--- src/rtl/obstacle_blitter_if.sv ---
// obstacle_blitter_if
//   Blit command channel from the obstacle blitter to the sprite/framebuffer
//   writer. One command per visible obstacle, transferred on a valid/ready
//   handshake; a command moves when cmd_valid and cmd_ready are both high at a
//   rising clock edge.
//
//   cmd_valid  master->slave  command fields below are meaningful
//   cmd_ready  slave->master  writer accepts the current command
//   cmd_x      master->slave  clipped screen x
//   cmd_y      master->slave  screen y
//   cmd_w      master->slave  clipped width (always >= 1)
//   cmd_h      master->slave  height
//   cmd_src_x  master->slave  first sprite column to draw (left-clip amount)
//   cmd_slot   master->slave  obstacle slot the command came from
//   cmd_frame  master->slave  sprite animation frame
interface obstacle_blitter_if #(
  parameter int FRAME_W = 2
);
  logic               cmd_valid;
  logic               cmd_ready;
  logic [9:0]         cmd_x;
  logic [9:0]         cmd_y;
  logic [9:0]         cmd_w;
  logic [9:0]         cmd_h;
  logic [9:0]         cmd_src_x;
  logic [2:0]         cmd_slot;
  logic [FRAME_W-1:0] cmd_frame;

  modport master (
    output cmd_valid, cmd_x, cmd_y, cmd_w, cmd_h, cmd_src_x, cmd_slot, cmd_frame,
    input  cmd_ready
  );

  modport slave (
    input  cmd_valid, cmd_x, cmd_y, cmd_w, cmd_h, cmd_src_x, cmd_slot, cmd_frame,
    output cmd_ready
  );
endinterface

--- src/rtl/obstacle_blitter.sv ---
// obstacle_blitter
//   Consumer side of the horizon obstacle queue. On frame_start it snapshots
//   every obstacle slot, then walks the slots in queue order starting at the
//   front index (wrapping), and for each visible obstacle emits one blit
//   command, clipped to the visible screen width, to the pixel writer.
//
//   clk          system clock
//   rst          synchronous reset, active low
//   frame_start  one-cycle pulse that begins a blit pass
//   front        oldest queue slot; values >= SLOTS start the scan at slot 0
//   obj_start    per-slot occupied flag
//   obj_x        per-slot signed left x (11 bits)
//   obj_y        per-slot top y
//   obj_w        per-slot width (0 = nothing to draw)
//   obj_h        per-slot height
//   obj_frame    per-slot animation frame
//   cmd          blit command channel (master side)
//   busy         a pass is in progress
//   done         one-cycle pulse at the end of a pass
//   drawn        number of commands issued in the last completed pass
//   overrun      one-cycle pulse when frame_start arrives during a pass
module obstacle_blitter #(
  parameter int SLOTS      = 7,
  parameter int GAME_WIDTH = 640,
  parameter int FRAME_W    = 2
) (
  input  logic                            clk,
  input  logic                            rst,
  input  logic                            frame_start,
  input  logic [2:0]                      front,
  input  logic [SLOTS-1:0]                obj_start,
  input  logic [SLOTS-1:0][10:0]          obj_x,
  input  logic [SLOTS-1:0][9:0]           obj_y,
  input  logic [SLOTS-1:0][9:0]           obj_w,
  input  logic [SLOTS-1:0][9:0]           obj_h,
  input  logic [SLOTS-1:0][FRAME_W-1:0]   obj_frame,
  obstacle_blitter_if.master              cmd,
  output logic                            busy,
  output logic                            done,
  output logic [2:0]                      drawn,
  output logic                            overrun
);

  typedef enum logic [1:0] {IDLE, SCAN, EMIT, DONE} state_t;

  localparam logic signed [11:0] GW       = 12'(GAME_WIDTH);
  localparam logic [2:0]         LAST_IDX = 3'(SLOTS - 1);

  state_t state;

  // Frozen copy of the obstacle table for the duration of a pass.
  logic [SLOTS-1:0]              snap_start;
  logic [SLOTS-1:0][10:0]        snap_x;
  logic [SLOTS-1:0][9:0]         snap_y;
  logic [SLOTS-1:0][9:0]         snap_w;
  logic [SLOTS-1:0][9:0]         snap_h;
  logic [SLOTS-1:0][FRAME_W-1:0] snap_frame;

  logic [2:0] idx;
  logic [2:0] n;
  logic [2:0] cnt;

  logic signed [11:0] cur_x;
  logic signed [11:0] cur_w;
  logic signed [11:0] cur_r;
  logic signed [11:0] vis_x;
  logic               left_clip;
  logic               drawable;
  logic [9:0]         x_out;
  logic [9:0]         w_out;
  logic [9:0]         src_out;
  logic [2:0]         idx_next;
  logic               last_slot;

  // Visibility test and clipping for the slot currently under the scan
  // pointer. Everything is done in 12-bit signed arithmetic so that the
  // right edge x+w of a far-left or far-right sprite cannot wrap. A sprite
  // hanging off both edges gets both clips; the left clip moves the start
  // column into the sprite, the right clip trims the width to the screen.
  always_comb begin
    cur_x     = {snap_x[idx][10], snap_x[idx]};
    cur_w     = {2'b00, snap_w[idx]};
    cur_r     = cur_x + cur_w;
    left_clip = cur_x[11];
    vis_x     = left_clip ? 12'sd0 : cur_x;
    drawable  = snap_start[idx] && (snap_w[idx] != 10'd0) && (cur_x < GW) && (cur_r > 12'sd0);
    x_out     = 10'(vis_x);
    src_out   = left_clip ? 10'(-cur_x) : 10'd0;
    w_out     = left_clip ? 10'(cur_r) : 10'(cur_w);
    if (cur_r > GW) begin
      w_out = 10'(GW - vis_x);
    end
    idx_next  = (idx == LAST_IDX) ? 3'd0 : idx + 3'd1;
    last_slot = (n == LAST_IDX);
  end

  // Pass sequencer. Exactly SLOTS slots are visited per pass, one SCAN cycle
  // each; a visible slot detours through EMIT until the writer takes the
  // command, so there is always a SCAN cycle between two commands. The done
  // pulse and the drawn update are issued from the DONE state itself, which
  // makes them appear one cycle after the last slot has been handled.
  always_ff @(posedge clk) begin
    if (!rst) begin
      state         <= IDLE;
      idx           <= 3'd0;
      n             <= 3'd0;
      cnt           <= 3'd0;
      busy          <= 1'b0;
      done          <= 1'b0;
      drawn         <= 3'd0;
      overrun       <= 1'b0;
      cmd.cmd_valid <= 1'b0;
      cmd.cmd_x     <= 10'd0;
      cmd.cmd_y     <= 10'd0;
      cmd.cmd_w     <= 10'd0;
      cmd.cmd_h     <= 10'd0;
      cmd.cmd_src_x <= 10'd0;
      cmd.cmd_slot  <= 3'd0;
      cmd.cmd_frame <= '0;
    end else begin
      done    <= 1'b0;
      overrun <= frame_start && (state != IDLE);
      case (state)
        IDLE: begin
          if (frame_start) begin
            snap_start <= obj_start;
            snap_x     <= obj_x;
            snap_y     <= obj_y;
            snap_w     <= obj_w;
            snap_h     <= obj_h;
            snap_frame <= obj_frame;
            idx        <= (front >= 3'(SLOTS)) ? 3'd0 : front;
            n          <= 3'd0;
            cnt        <= 3'd0;
            busy       <= 1'b1;
            state      <= SCAN;
          end
        end
        SCAN: begin
          if (drawable) begin
            cmd.cmd_valid <= 1'b1;
            cmd.cmd_x     <= x_out;
            cmd.cmd_y     <= snap_y[idx];
            cmd.cmd_w     <= w_out;
            cmd.cmd_h     <= snap_h[idx];
            cmd.cmd_src_x <= src_out;
            cmd.cmd_slot  <= idx;
            cmd.cmd_frame <= snap_frame[idx];
            state         <= EMIT;
          end else if (last_slot) begin
            state <= DONE;
          end else begin
            idx <= idx_next;
            n   <= n + 3'd1;
          end
        end
        EMIT: begin
          if (cmd.cmd_ready) begin
            cmd.cmd_valid <= 1'b0;
            cnt           <= cnt + 3'd1;
            if (last_slot) begin
              state <= DONE;
            end else begin
              idx   <= idx_next;
              n     <= n + 3'd1;
              state <= SCAN;
            end
          end
        end
        DONE: begin
          done  <= 1'b1;
          drawn <= cnt;
          busy  <= 1'b0;
          state <= IDLE;
        end
        default: state <= IDLE;
      endcase
    end
  end

endmodule
--- src/flat_wrapper.sv ---
// flat-port wrapper written by rule: the top's interface ports become plain ports
module obstacle_blitter_flat 
#(
  parameter int SLOTS      = 7,
  parameter int GAME_WIDTH = 640,
  parameter int FRAME_W    = 2
)
  (clk, rst, frame_start, front, obj_start, obj_x, obj_y, obj_w, obj_h, obj_frame, busy, done, drawn, overrun, cmd_cmd_valid, cmd_cmd_x, cmd_cmd_y, cmd_cmd_w, cmd_cmd_h, cmd_cmd_src_x, cmd_cmd_slot, cmd_cmd_frame, cmd_cmd_ready);
  obstacle_blitter_if #(.FRAME_W(FRAME_W)) cmd_i ();
  input  logic clk;
  input  logic rst;
  input  logic frame_start;
  input  logic [2:0] front;
  input  logic [SLOTS-1:0] obj_start;
  input  logic [SLOTS-1:0][10:0] obj_x;
  input  logic [SLOTS-1:0][9:0] obj_y;
  input  logic [SLOTS-1:0][9:0] obj_w;
  input  logic [SLOTS-1:0][9:0] obj_h;
  input  logic [SLOTS-1:0][FRAME_W-1:0] obj_frame;
  output logic busy;
  output logic done;
  output logic [2:0] drawn;
  output logic overrun;
  output wire logic [$bits(cmd_i.cmd_valid)-1:0] cmd_cmd_valid;
  output wire logic [$bits(cmd_i.cmd_x)-1:0] cmd_cmd_x;
  output wire logic [$bits(cmd_i.cmd_y)-1:0] cmd_cmd_y;
  output wire logic [$bits(cmd_i.cmd_w)-1:0] cmd_cmd_w;
  output wire logic [$bits(cmd_i.cmd_h)-1:0] cmd_cmd_h;
  output wire logic [$bits(cmd_i.cmd_src_x)-1:0] cmd_cmd_src_x;
  output wire logic [$bits(cmd_i.cmd_slot)-1:0] cmd_cmd_slot;
  output wire logic [$bits(cmd_i.cmd_frame)-1:0] cmd_cmd_frame;
  input wire logic [$bits(cmd_i.cmd_ready)-1:0] cmd_cmd_ready;
  assign cmd_cmd_valid = cmd_i.cmd_valid;
  assign cmd_cmd_x = cmd_i.cmd_x;
  assign cmd_cmd_y = cmd_i.cmd_y;
  assign cmd_cmd_w = cmd_i.cmd_w;
  assign cmd_cmd_h = cmd_i.cmd_h;
  assign cmd_cmd_src_x = cmd_i.cmd_src_x;
  assign cmd_cmd_slot = cmd_i.cmd_slot;
  assign cmd_cmd_frame = cmd_i.cmd_frame;
  assign cmd_i.cmd_ready = cmd_cmd_ready;
  obstacle_blitter #(.SLOTS(SLOTS), .GAME_WIDTH(GAME_WIDTH), .FRAME_W(FRAME_W)) u_core (.clk(clk), .rst(rst), .frame_start(frame_start), .front(front), .obj_start(obj_start), .obj_x(obj_x), .obj_y(obj_y), .obj_w(obj_w), .obj_h(obj_h), .obj_frame(obj_frame), .cmd(cmd_i), .busy(busy), .done(done), .drawn(drawn), .overrun(overrun));
endmodule
--- config.mk ---
export PLATFORM = sky130hd
export DESIGN_NAME = obstacle_blitter_flat
export DESIGN_NICKNAME = d
export VERILOG_FILES = /design/src/rtl/obstacle_blitter_if.sv /design/src/rtl/obstacle_blitter.sv /design/src/flat_wrapper.sv
export SDC_FILE = /design/constraint.sdc
export NUM_CORES = 1
export LEC_CHECK = 0
export ABC_AREA = 1
export BUFFER_PORTS_ARGS = -buffer_cell sky130_fd_sc_hd__buf_2
export CAP_MARGIN = 20
export CORE_ASPECT_RATIO = 1.75
export CORE_UTILIZATION = 45
export CTS_BUF_LIST = sky130_fd_sc_hd__clkbuf_8
export CTS_CLUSTER_DIAMETER = 60
export DETAILED_ROUTE_END_ITERATION = 10
export PLACE_DENSITY = 0.68
export SYNTH_ARGS = -nofsm -noshare
export SYNTH_HDL_FRONTEND = slang
export SYNTH_SLANG_ARGS = --single-unit
export TNS_END_PERCENT = 1
--- constraint.sdc ---
create_clock -name clk -period 33.2 [get_ports clk]
set_input_delay 6.64 -clock clk [delete_from_list [all_inputs] [get_ports clk]]
set_output_delay 6.64 -clock clk [all_outputs]
set_load 0.01 [all_outputs]
# Word-level counts from Yosys, hierarchy flattened
# Index checks and enable logic that the tools add are counted.
# W data, S select, Z words.
[word_totals]
word_cells = 133
out_inout_bits = 62
inputBits = 315
reg_bits = 381
[op_classes]
order_cmp = 5
eq_ne = 10
n_addsub = 6
n_reduce_logical = 18
mux = 42
[ops]
columns = ["op", "count"]
rows = [
  ["$bmux W10 S3", 3],
  ["$mux W10", 7],
  ["$bmux W11 S3", 1],
  ["$mux W3", 11],
  ["$pmux W3 S3", 2],
  ["$add A11 B11 Y12", 1],
  ["$gt A12 B1 Y1 const B", 1],
  ["$gt A12 B11 Y1 const B", 1],
  ["$mux W2", 6],
  ["$reduce_and A3 Y1", 4],
  ["$lt A11 B11 Y1 const B", 1],
  ["$mux W11", 1],
  ["$neg A10 Y10", 1],
  ["$reduce_bool A10 Y1", 1],
  ["$sub A10 B10 Y10 const A", 1],
  ["$add A3 B1 Y3 const B", 3],
  ["$pmux W2 S4", 1],
  ["$reduce_bool A2 Y1", 4],
  ["$bmux W2 S3", 1],
  ["$eq A3 B3 Y1 const B", 2],
  ["$ne A2 B2 Y1 const B", 3],
  ["$pmux W3 S2", 1],
  ["$mux W1", 5],
  ["$eq A2 B2 Y1 const B", 2],
  ["12 further kinds", 17],
]

# Logic depth before layout (Yosys ltp)
# Gate-level depths: netlist of the first run.
[logic_depth]
word_depth = 8
depth_mapped = 27
mapped_depth_nobuf = 25

# Least setup slack after synthesis of the first run
# OpenSTA, ideal clock, no wires.
[synth_path]
kind = "input to register"
from = "input port rst"
to = "register u_core.snap_frame[0] in the netlist's numbering (enable)"
setup_time_ns = 1.355
path_buffers = 0
setup_slack_ns = 4.437
arrival_time_ns = 27.409
required_ns = 31.845
stages = 2
cell_sequence = "inv_1 > nor3_1"
[synth_via]
elab_chain_len = 1
[synth_lines]
columns = ["item", "line_no", "source"]
rows = [
  ["start, declared", "flat_wrapper.sv:11", "input logic rst;"],
  ["$reduce_and A3 Y1 (no source line)", "n/a", ""],
  ["end signal, assigned", "obstacle_blitter.sv:131", "snap_frame <= obj_frame;"],
  ["end, declared", "obstacle_blitter.sv:57", "logic [SLOTS-1:0][FRAME_W-1:0] snap_frame;"],
]
# No other way between the ends.
# A chain may end at the register's enable or synchronous reset.

# Worst setup path after layout of the first run
[layout_path]
from = "input port rst"
to = "register u_core.snap_w[35] in the netlist's numbering (enable)"
[layout_via]
elab_chain_len = 1
[layout_lines]
columns = ["item", "line_no", "source"]
rows = [
  ["$reduce_and A3 Y1 (no source line)", "n/a", ""],
  ["end signal, assigned", "obstacle_blitter.sv:129", "snap_w <= obj_w;"],
  ["end, declared", "obstacle_blitter.sv:55", "logic [SLOTS-1:0][9:0] snap_w;"],
]
# No other way between the ends.

==> results.ini, run 1 <==
[pwr]
pwr_density_cell_nw_per_um2 = 88.2
p_leak_nw = 8.19
switching_share = 0.414
power.switching_mw = 0.709
power.clock.fraction = 0.213
seq_power_share = 0.376
combinationalPowerShare = 0.411
internal_power_mw = 1.00
worst_ir_drop_vdd_mv = 0.0490

[global_route]
grt_max_degree = 175
grt_overflow_total = 0
grt_antenna_before_repair = 15
vias_in_the_first_global_route = 12600
fraction_of_met2_tracks_used_by_global_routing = 0.476
grt_use_met1 = 0.261
grt_first_pass_wirelength_um = 68900
grtUsageMet3 = 0.0585
grt.total_usage = 0.258
grt_busiest_layer = met2

[cells_and_area]
fillCellCount = 3109
final_net_count = 2231
drive_gt1_frac = 0.256
multi_input_combinational_cell_area_um2 = 4490
area_growth_syn_to_layout_pct = 21.1
area.sequential_um2 = 10700

[placement]
dpl_worst_slack_ps = 23110
globalplace.congestion = 0.885
hpwlAfterDp_um = 32400
count_of_buffers_from_port_buffering = 376

[synth]
synth-edff-count = 308
post_synthesis_register_bit_count = 381
ys_types = 42
postSynthCellCount = 1518
syn_area_per_cell_um2 = 10.5
ys_dominant_reg_cell = sky130_fd_sc_hd__edfxtp_1
synthDominantAreaCellType = sky130_fd_sc_hd__edfxtp_1
synth_commonest_cells = sky130_fd_sc_hd__nand2_1, sky130_fd_sc_hd__edfxtp_1, sky130_fd_sc_hd__nor2_1, sky130_fd_sc_hd__o21ai_0, sky130_fd_sc_hd__inv_1
synth_area_um2 = 16000
muxShareOfSynthArea = 0
synth_sequential_area_ratio = 0.669
synth.area.top_cells = sky130_fd_sc_hd__edfxtp_1, sky130_fd_sc_hd__dfxtp_1, sky130_fd_sc_hd__nand2_1
synth-warning-count = 0
yosysMostFrequentCell = sky130_fd_sc_hd__nand2_1
synthesized_area_fraction_occupied_by_ao_oa_aoi_and_oai_cells = 0.104
synthXorXnorAreaFrac = 0.00219
synth-async-reset-ratio = 0
synth-adder-area-share = 0.0161
synth_top_area_frac = 0.578
post_synth_and_or_nand_nor_area_fraction = 0.158
synth_nets = 1853
combinational_family_with_the_most_area_after_synthesis = simple AND/OR/NAND/NOR gates

[die]
die-area_um2 = 36400
die_h_um = 252
row_count = 91
io_pins = 377
floorplan.initialDensity = 0.455
core_region_area_um2 = 35200
chipWidth_um = 145

[critical_path]
worstSetupEndpointType = register
start_kind = input port
setup.worst_path.class = input port to register
r2r-end = u_core.n[0]
worst-path-max-fanout = 81
worst-endpoint-arrival_ps = 9720
critical_path_required_ps = 33430
timing.rr.start = u_core.idx[0]
reg2reg_setup_slack_ps = 27630
worst_r2r_path_depth = 19

[worst_hold_path]
hold_class = register to register
min_delay_path_depth = 2
hold_path_startpoint = u_core.cmd.cmd_w[3]
holdPathEnd = u_core.cmd.cmd_w[3]

[sta]
fin_tns_setup_ps = 0
grt_setup_unrepaired = no
finalWorstSetupSlack_ps = 23710
setup-violations-final = 0
timing.fmax_ghz = 0.105
timing.slew.headroom = 0.285
finalClockSkew_ps = 24.5
worst_pin_slew_ps = 1070
finalCritPeriodShare = 0.286
timing.final.crit_period_ps = 9490
final-hold-violation-count = 0
final_max_slew_viol_count = 0

[flow_run]
maxCapViolations = 0

[routing]
postRouteAntennaNets = 0
detailed_routing_iterations_pass_1 = 5
routed_via_density = 5.13
dr_wl_cell_um = 19.2
initialDrtViolationCount = 688
total_wire_length_um = 46400
detail_route.drc_violations = 0
detailroute.via_count = 12400

[clocking]
insertion_delay_ps = 630
number_of_levels_the_h_tree_was_split_into = 2
clkSlewWorstSetupHoldPaths_ps = 70
number_of_setup_buffers_added_after_cts = 0
clk_path_buf_depth = 3
tritoncts_clock_tree = built
clock_tree.root_cell = sky130_fd_sc_hd__clkbuf_8
cts-buffers-inserted = 55
clkSinkCount = 381
post_cts_resize_count = 0
cts_hold_buffers = 0

[outcome]
status = complete, no violations

==> state kept, by name, summed over array words and instances, names as in the netlist, 3 cells and up <==
signal	cells
u_core.snap_x	77
u_core.n	3
u_core.snap_w	70
u_core.idx	3
u_core.snap_start	7
u_core.cmd.cmd_slot	3
u_core.drawn	3
u_core.snap_h	70
u_core.cmd.cmd_y	10
u_core.cmd.cmd_w	10
u_core.cnt	3
u_core.cmd.cmd_h	10
u_core.cmd.cmd_src_x	10
u_core.snap_y	70
u_core.snap_frame	14
u_core.cmd.cmd_x	10
==> critical path, stage by stage <==
cell	delay [ps]
sky130_fd_sc_hd__buf_2	80
sky130_fd_sc_hd__buf_4	400
sky130_fd_sc_hd__inv_1	520
sky130_fd_sc_hd__nor3_2	370
sky130_fd_sc_hd__buf_4	640
sky130_fd_sc_hd__buf_4	880
==> metrics by stage <==
| step | cell area (um2) | util | power [mW] | cells | hold WS [ps] |
|---|---|---|---|---|---|
| 5_1_grt | 19400 | 0.551 | 1.83 | 2419 | 490 |
| 3_5_place_dp | 18300 | 0.519 | 1.35 | 2303 | 458 |
| 4_1_cts | 19300 | 0.549 | 1.72 | 2405 | 468 |
| 3_3_place_gp | 18300 | 0.519 | 1.34 | 2303 | 447 |
| 6_report | 19400 | 0.551 | 1.71 | 2419 | 467 |
| 2_1_floorplan | 16000 | - | 1.16 | 1518 | 431 |
==> worst max path at each step <==
| stage | from | endpoint |
|---|---|---|
| after global placement | rst | u_core.snap_w[0] |
| after detailed placement | rst | u_core.snap_w[0] |
| after floorplan | rst | u_core.snap_frame[0] |
| final | rst | u_core.snap_w[35] |
| after CTS | rst | u_core.snap_x[62] |
| after global routing | rst | u_core.snap_w[33] |
==> layout by cell type, fill, tap and decap left out, types with 3 or more instances in the layout <==
cell type                      n
sky130_fd_sc_hd__a21oi_1      88
sky130_fd_sc_hd__a22oi_1      16
sky130_fd_sc_hd__buf_2       376
sky130_fd_sc_hd__buf_4        14
sky130_fd_sc_hd__clkbuf_8     60
sky130_fd_sc_hd__clkinv_1     15
sky130_fd_sc_hd__clkinv_2      8
sky130_fd_sc_hd__clkinvlp_4    3
sky130_fd_sc_hd__dfxtp_1      71
sky130_fd_sc_hd__diode_2      13
sky130_fd_sc_hd__edfxtp_1    308
sky130_fd_sc_hd__ha_1         19
sky130_fd_sc_hd__inv_1       125
sky130_fd_sc_hd__inv_2         6
sky130_fd_sc_hd__nand2_1     348
sky130_fd_sc_hd__nand3_1      76
sky130_fd_sc_hd__nand4_1       9
sky130_fd_sc_hd__nor2_1      155
sky130_fd_sc_hd__nor2_4        3
sky130_fd_sc_hd__nor3_1        4
sky130_fd_sc_hd__o2111ai_1     6
sky130_fd_sc_hd__o211ai_1      6
sky130_fd_sc_hd__o21ai_0     132
sky130_fd_sc_hd__o21ai_1      44
sky130_fd_sc_hd__o31ai_1       7
sky130_fd_sc_hd__or2_2         9
sky130_fd_sc_hd__xor2_1        3
==> layer usage <==
layer / part of all wire / vias to the layer above / wire length [um]
li1: - / 5997 / -
met1: 0.34 / 5816 / 15900
met2: 0.54 / 480 / 25000
met3: 0.069 / 114 / 3180
met4: 0.049 / 4 / 2270
met5: 0.00058 / - / 27
==> cell families after synthesis <==
family | Yosys count
flip-flops | 381
buffers and inverters | 191
adder cells (fa/ha/maj) | 20
AND/OR/NAND/NOR | 614
AO/OA/AOI/OAI | 308
XOR/XNOR | 4
==> power by group through the flow <==
stage          Combinational (mW)  Sequential [mW]  Clock, mW
6_report                    0.703            0.642      0.365
5_1_grt                     0.789            0.649      0.394
4_1_cts                     0.704            0.642      0.373
3_3_place_gp                0.692            0.649          0
3_5_place_dp                0.701            0.651          0
2_1_floorplan               0.471            0.689          0
==> final cells by class <==
cell class / count / area share
sequential: 381 / 0.553
multi-input combinational: 946 / 0.232
timing repair buffer: 392 / 0.105
clock buffer: 60 / 0.0426
tap: 465 / 0.0300
inverter: 120 / 0.0233
clock inverter: 42 / 0.0130
antenna: 13 / 0.00168
Power figures use the tool's default switching activity.
==> inputs of run 2 (changes only) <==
PLACE_DENSITY = 0.7   (was 0.68)
clock period = 8.4 ns   (was 33.2 ns; I/O delays follow)
==> run 2 against run 1 <==
Via count increased by 0.20%. Sequential share of layout area increased by 0.11 points. Clock power increased to 3.9 times the previous value. Worst setup slack got worse by 21000 ps. Register-to-register slack got worse by 25000 ps. Core utilization decreased by 0.11 points. Critical endpoint is now u_core.idx[2].
==> results.ini, run 2 (same netlist as run 1, synthesis figures left out) <==
[critical_path]
critical_path_required_ps = 8890
critPathBufInv = 2
worst-path-max-fanout = 58
r2r-end = u_core.idx[2]
critical_path.cell_chain = nand2_1 > inv_2 > nand2_1 > o211ai_1 > nand2_1 > nand2_1 > ha_1 > nand2_1 > nor2_1 > nand3_1 > nand3_1 > a21oi_1 > nor2_1 > nand3_1 > nand4_2 > nand2_1 > inv_2 > nor2_1 > nor2_1
slowest_stage = sky130_fd_sc_hd__inv_2
reg2reg_setup_slack_ps = 2930
most_frequent_cell_on_the_critical_path = sky130_fd_sc_hd__nand2_1
timing.rr.start = u_core.idx[0]
worst_r2r_path_depth = 19
setup.worst_path.class = register to register
start_kind = register
worstSetupEndpointType = register
max_stage_delay_ps = 790
category_of_cells_accounting_for_the_largest_share_of_critical_path_delay = simple AND/OR/NAND/NOR gates
worst-endpoint-arrival_ps = 5950

[clocking]
clkSlewWorstSetupHoldPaths_ps = 60
number_of_levels_the_h_tree_was_split_into = 2
number_of_setup_buffers_added_after_cts = 0
tritoncts_clock_tree = built
insertion_delay_ps = 630
cts_hold_buffers = 0
post_cts_resize_count = 0
clkSinkCount = 381
clk_path_buf_depth = 3
clock_tree.root_cell = sky130_fd_sc_hd__clkbuf_8
cts-buffers-inserted = 54

[routing]
detailroute.via_count = 12400
detail_route.drc_violations = 0
total_wire_length_um = 47400
initialDrtViolationCount = 783
routed_via_density = 5.16
dr_wl_cell_um = 19.6
detailed_routing_iterations_pass_1 = 5
postRouteAntennaNets = 0

[global_route]
grt_first_pass_wirelength_um = 69500
grt_overflow_total = 0
grt.total_usage = 0.262
vias_in_the_first_global_route = 12800
grt_antenna_before_repair = 14
grt_max_degree = 167

[worst_hold_path]
min_delay_path_depth = 2
hold_class = register to register
holdPathEnd = u_core.cmd.cmd_w[3]
hold_path_startpoint = u_core.cmd.cmd_w[3]

[pwr]
worst_ir_drop_vdd_mv = 0.188
switching_share = 0.417
pwr_density_cell_nw_per_um2 = 351
total_power_mw = 6.80
power.switching_mw = 2.84
seq_power_share = 0.375
power.clock.fraction = 0.211
internal_power_mw = 3.96
p_leak_nw = 8.19
combinationalPowerShare = 0.414

[sta]
final_hold_slack_ps = 469
timing.fmax_ghz = 0.183
timing.slew.headroom = 0.291
timing.final.crit_period_ps = 5470
finalCritPeriodShare = 0.651
finalClockSkew_ps = 35.3
grt_setup_unrepaired = no
final-hold-violation-count = 0
worst_pin_slew_ps = 1060
finalWorstSetupSlack_ps = 2930
final_max_slew_viol_count = 0
setup-violations-final = 0

[placement]
hpwlAfterDp_um = 33600
globalplace.congestion = 0.931
count_of_buffers_from_port_buffering = 376
dpl_worst_slack_ps = 2780

[outcome]
status = complete, no violations

[cells_and_area]
registers.top_by_ff_count = u_core.snap_x
drive_gt1_frac = 0.252
most-common-layout-cells = sky130_fd_sc_hd__buf_2, sky130_fd_sc_hd__nand2_1, sky130_fd_sc_hd__edfxtp_1, sky130_fd_sc_hd__nor2_1, sky130_fd_sc_hd__o21ai_0
layout.cells.most_common = sky130_fd_sc_hd__buf_2
largest_reg_flops = 77
area_growth_syn_to_layout_pct = 20.8
final_net_count = 2228

[die]
die-area_um2 = 36400
row_count = 91
core_region_area_um2 = 35200
io_pins = 377
chipWidth_um = 145
die_h_um = 252
floorplan.initialDensity = 0.455

[flow_run]
maxCapViolations = 0

==> run 2: cell types whose count changed in the layout (fill, tap and decap cells not counted), moves of 2 or more <==
cell	previous run	this run
sky130_fd_sc_hd__bufinv_16	2	4
sky130_fd_sc_hd__diode_2	13	10
sky130_fd_sc_hd__clkbuf_8	60	54
sky130_fd_sc_hd__buf_4	14	11
sky130_fd_sc_hd__inv_1	125	129
sky130_fd_sc_hd__clkinvlp_4	3	1
==> run 2: layer usage <==
metal | global-route usage | part of all wire
met5 | 0 | 0.0010
met4 | 0.186 | 0.072
met3 | 0.0573 | 0.066
met2 | 0.482 | 0.53
met1 | 0.251 | 0.33
==> run 2: cell type report <==
type | count | area, um2
Sequential cell | 381 | 10700
Inverter | 120 | 453
Clock buffer | 54 | 743
Antenna cell | 10 | 25.0
Fill cell | 3094 | 15800
Clock inverter | 45 | 299
Tap cell | 465 | 582
Timing Repair Buffer | 390 | 2030
Multi-Input combinational cell | 946 | 4500
==> run 2: how the worst max path moves through the flow <==
| stage | from | to | slack [ps] | cells past startpoint |
|---|---|---|---|---|
| final | u_core.idx[0] | u_core.idx[2] | 2930 | 19 |
| after floorplan | rst | u_core.snap_frame[0] | -1100 | 2 |
| after global placement | u_core.idx[0] | u_core.cmd.cmd_w[8] | 2790 | 20 |
| after detailed placement | u_core.idx[0] | u_core.cmd.cmd_w[8] | 2780 | 19 |
| after global routing | u_core.idx[0] | u_core.idx[2] | 2490 | 19 |
| after CTS | u_core.idx[0] | u_core.cmd.cmd_src_x[9] | 2780 | 18 |
==> run 2: through the flow <==
step,utilization,area (um2),cells,TNS (ps)
6_report,0.550,19300,2411,0
5_1_grt,0.550,19300,2410,0
4_1_cts,0.548,19300,2400,0
3_5_place_dp,0.519,18300,2301,0
3_3_place_gp,0.519,18300,2301,0
2_1_floorplan,-,16000,1518,-340180
==> run 2: worst reg2reg max path, delay by kind of cell (launching register included) <==
family	cells	cell delay, ps
flip-flops	1	780
adder cells (fa/ha/maj)	1	340
buffers and inverters	2	890
AND/OR/NAND/NOR	14	2950
AO/OA/AOI/OAI	2	390
==> run 2: power groups by stage <==
stage,clock (mW),sequential (mW),combinational (mW)
after floorplan,0,2.61,1.86
after global placement,0,2.58,2.78
after detailed placement,0,2.58,2.80
after CTS,1.48,2.55,2.80
after global routing,1.55,2.57,3.14
final,1.43,2.55,2.82
==> inputs of run 3 (changes only) <==
ABC_AREA = 0   (was 1)
PLACE_DENSITY = 0.68   (was 0.7)
clock period = 5.5 ns   (was 8.4 ns; I/O delays follow)
==> run 3 against run 2 <==
Highest routed layer unchanged. Power grew 76%. Critical endpoint is now u_core.cmd.cmd_h[6]. Routed wire length down 8.1%. Critical path depth fell by 4.
==> results.ini, run 3 <==
[outcome]
status = complete, no violations

[synth]
postSynthCellCount = 1101
synth.area.top_cells = sky130_fd_sc_hd__edfxtp_1, sky130_fd_sc_hd__dfxtp_1, sky130_fd_sc_hd__mux4_2
synthDominantAreaCellType = sky130_fd_sc_hd__edfxtp_1
synth-warning-count = 0
synth_area_um2 = 15900
ys_types = 77
synth-edff-count = 308
synth_top_area_frac = 0.581
synth_commonest_cells = sky130_fd_sc_hd__edfxtp_1, sky130_fd_sc_hd__dfxtp_1, sky130_fd_sc_hd__a21oi_1, sky130_fd_sc_hd__mux2i_1, sky130_fd_sc_hd__nand2_1
yosysMostFrequentCell = sky130_fd_sc_hd__edfxtp_1
synth_sequential_area_ratio = 0.673
syn_area_per_cell_um2 = 14.5
post_synthesis_register_bit_count = 381
synth_nets = 1436
ys_dominant_reg_cell = sky130_fd_sc_hd__edfxtp_1
synth-async-reset-ratio = 0

[sta]
finalClockSkew_ps = 17.9
setup-violations-final = 0
timing.fmax_ghz = 0.196
finalCritPeriodShare = 0.925
timing.final.crit_period_ps = 5090
worst_pin_slew_ps = 799
final_max_slew_viol_count = 0
grt_setup_unrepaired = no
final-hold-violation-count = 0
timing.slew.headroom = 0.466

[clocking]
number_of_setup_buffers_added_after_cts = 0
post_cts_resize_count = 0
cts-buffers-inserted = 56
cts_hold_buffers = 0
insertion_delay_ps = 610
clkSinkCount = 381
clk_path_buf_depth = 3
clkSlewWorstSetupHoldPaths_ps = 60
clock_tree.root_cell = sky130_fd_sc_hd__clkbuf_8
number_of_levels_the_h_tree_was_split_into = 2
tritoncts_clock_tree = built

[critical_path]
reg2reg_setup_slack_ps = 410
r2r-end = u_core.cmd.cmd_h[6]
timing.rr.start = u_core.idx[1]
worstSetupEndpointType = register
worst-path-max-fanout = 39
worst_r2r_path_depth = 15
start_kind = register
critPathBufInv = 2
worst-endpoint-arrival_ps = 5620
critical_path.cell_chain = buf_4 > mux4_2 > nand2_1 > o21ai_0 > ha_1 > fa_1 > a211oi_2 > o31ai_2 > or3_1 > a221oi_1 > o2111a_1 > a211o_1 > buf_4 > o21ai_0 > a21oi_1
slowest_stage = sky130_fd_sc_hd__dfxtp_4
max_stage_delay_ps = 750
category_of_cells_accounting_for_the_largest_share_of_critical_path_delay = compound AO/OA/AOI/OAI gates
setup.worst_path.class = register to register
critical_path_required_ps = 6030
path_depth = 15

[placement]
count_of_buffers_from_port_buffering = 376
globalplace.congestion = 0.886
hpwlAfterDp_um = 32100
placed_cell_area_um2 = 18500

[worst_hold_path]
holdPathEnd = u_core.cmd.cmd_slot[1]
min_delay_path_depth = 2
hold_path_startpoint = u_core.cmd.cmd_slot[1]
hold_class = register to register

[global_route]
grt_overflow_total = 0
grt_max_degree = 103
vias_in_the_first_global_route = 11300
grt_antenna_before_repair = 18
grt_first_pass_wirelength_um = 63500
grt.total_usage = 0.240

[cells_and_area]
registers.top_by_ff_count = u_core.snap_x
most-common-layout-cells = sky130_fd_sc_hd__buf_2, sky130_fd_sc_hd__edfxtp_1, sky130_fd_sc_hd__a21oi_1, sky130_fd_sc_hd__dfxtp_1, sky130_fd_sc_hd__mux2i_1
layout.cells.most_common = sky130_fd_sc_hd__buf_2
largest_reg_flops = 77
end_of_flow_core_utilization = 0.565
post-route-cell-area_um2 = 19600
area_growth_syn_to_layout_pct = 23.1
final_net_count = 1838
drive_gt1_frac = 0.358

[pwr]
p_leak_nw = 7.32
pwr_density_cell_nw_per_um2 = 610
worst_ir_drop_vdd_mv = 0.353
total_power_mw = 12.0

[routing]
routed_via_density = 5.40
initialDrtViolationCount = 421
total_wire_length_um = 43500
postRouteAntennaNets = 0
dr_wl_cell_um = 21.5
detailroute.via_count = 10900
detail_route.drc_violations = 0
detailed_routing_iterations_pass_1 = 4

[die]
io_pins = 377
die_h_um = 251
core_region_area_um2 = 34700
chipWidth_um = 144
row_count = 90
die-area_um2 = 36200
floorplan.initialDensity = 0.459

[flow_run]
maxCapViolations = 0

## run 3: kinds of logic after synthesis
group                      synth area share
muxes                                 0.104
buffers and inverters                0.0266
DFF                                   0.673
AOI/OAI and AO/OA                     0.116
and+or+nand+nor                      0.0555
adders and majority gates            0.0162
xor gates and xnor gates            0.00935
## run 3: per-layer routing
layer / GRT usage / vias up / share of wire
met5: 0 / - / 0.00044
met1: 0.231 / 5290 / 0.33
met2: 0.453 / 401 / 0.55
li1: - / 5092 / -
met4: 0.142 / 4 / 0.057
met3: 0.0524 / 130 / 0.061
## run 3: cell type report
type / count / area (um2)
timing repair buffer: 416 / 2260
multi-input combinational: 621 / 4800
clock inverter: 43 / 290
sequential: 381 / 10700
antenna: 16 / 40.0
tap: 460 / 576
fill: 2881 / 15100
clock buffer: 59 / 812
inverter: 27 / 104
## run 3: worst max-delay path by stage
stage                                   to  slack [ps]     startpoint
floorplan             u_core.snap_frame[0]        -980            rst
global placement       u_core.cmd.cmd_y[4]         470  u_core.idx[1]
detailed placement     u_core.cmd.cmd_y[7]         410  u_core.idx[1]
CTS                    u_core.cmd.cmd_h[6]         360  u_core.idx[1]
global route        u_core.cmd.cmd_slot[1]          90  u_core.idx[1]
finish                 u_core.cmd.cmd_h[6]         410  u_core.idx[1]
## run 3: power by group
part | switching (mW) | leakage [nW] | internal [mW]
Combinational | 3.56 | 3.26 | 2.24
Sequential | 0.287 | 3.44 | 3.62
Clock | 1.08 | 0.620 | 1.18
## run 3: metrics by stage
step / setup TNS (ps) / setup WS (ps) / hold slack [ps] / instances
floorplan: -301270 / -978 / 452 / 1101
global placement: 0 / 469 / 456 / 1905
detailed placement: 0 / 407 / 465 / 1905
CTS: 0 / 362 / 474 / 2007
global route: 0 / 91.2 / 497 / 2021
finish: 0 / 410 / 474 / 2023
## run 3: tightest hold or removal path, delay by kind of cell, from the launching register on
kind | cells | cell delay, ps
AO/OA/AOI/OAI | 2 | 120
flip-flops | 1 | 300
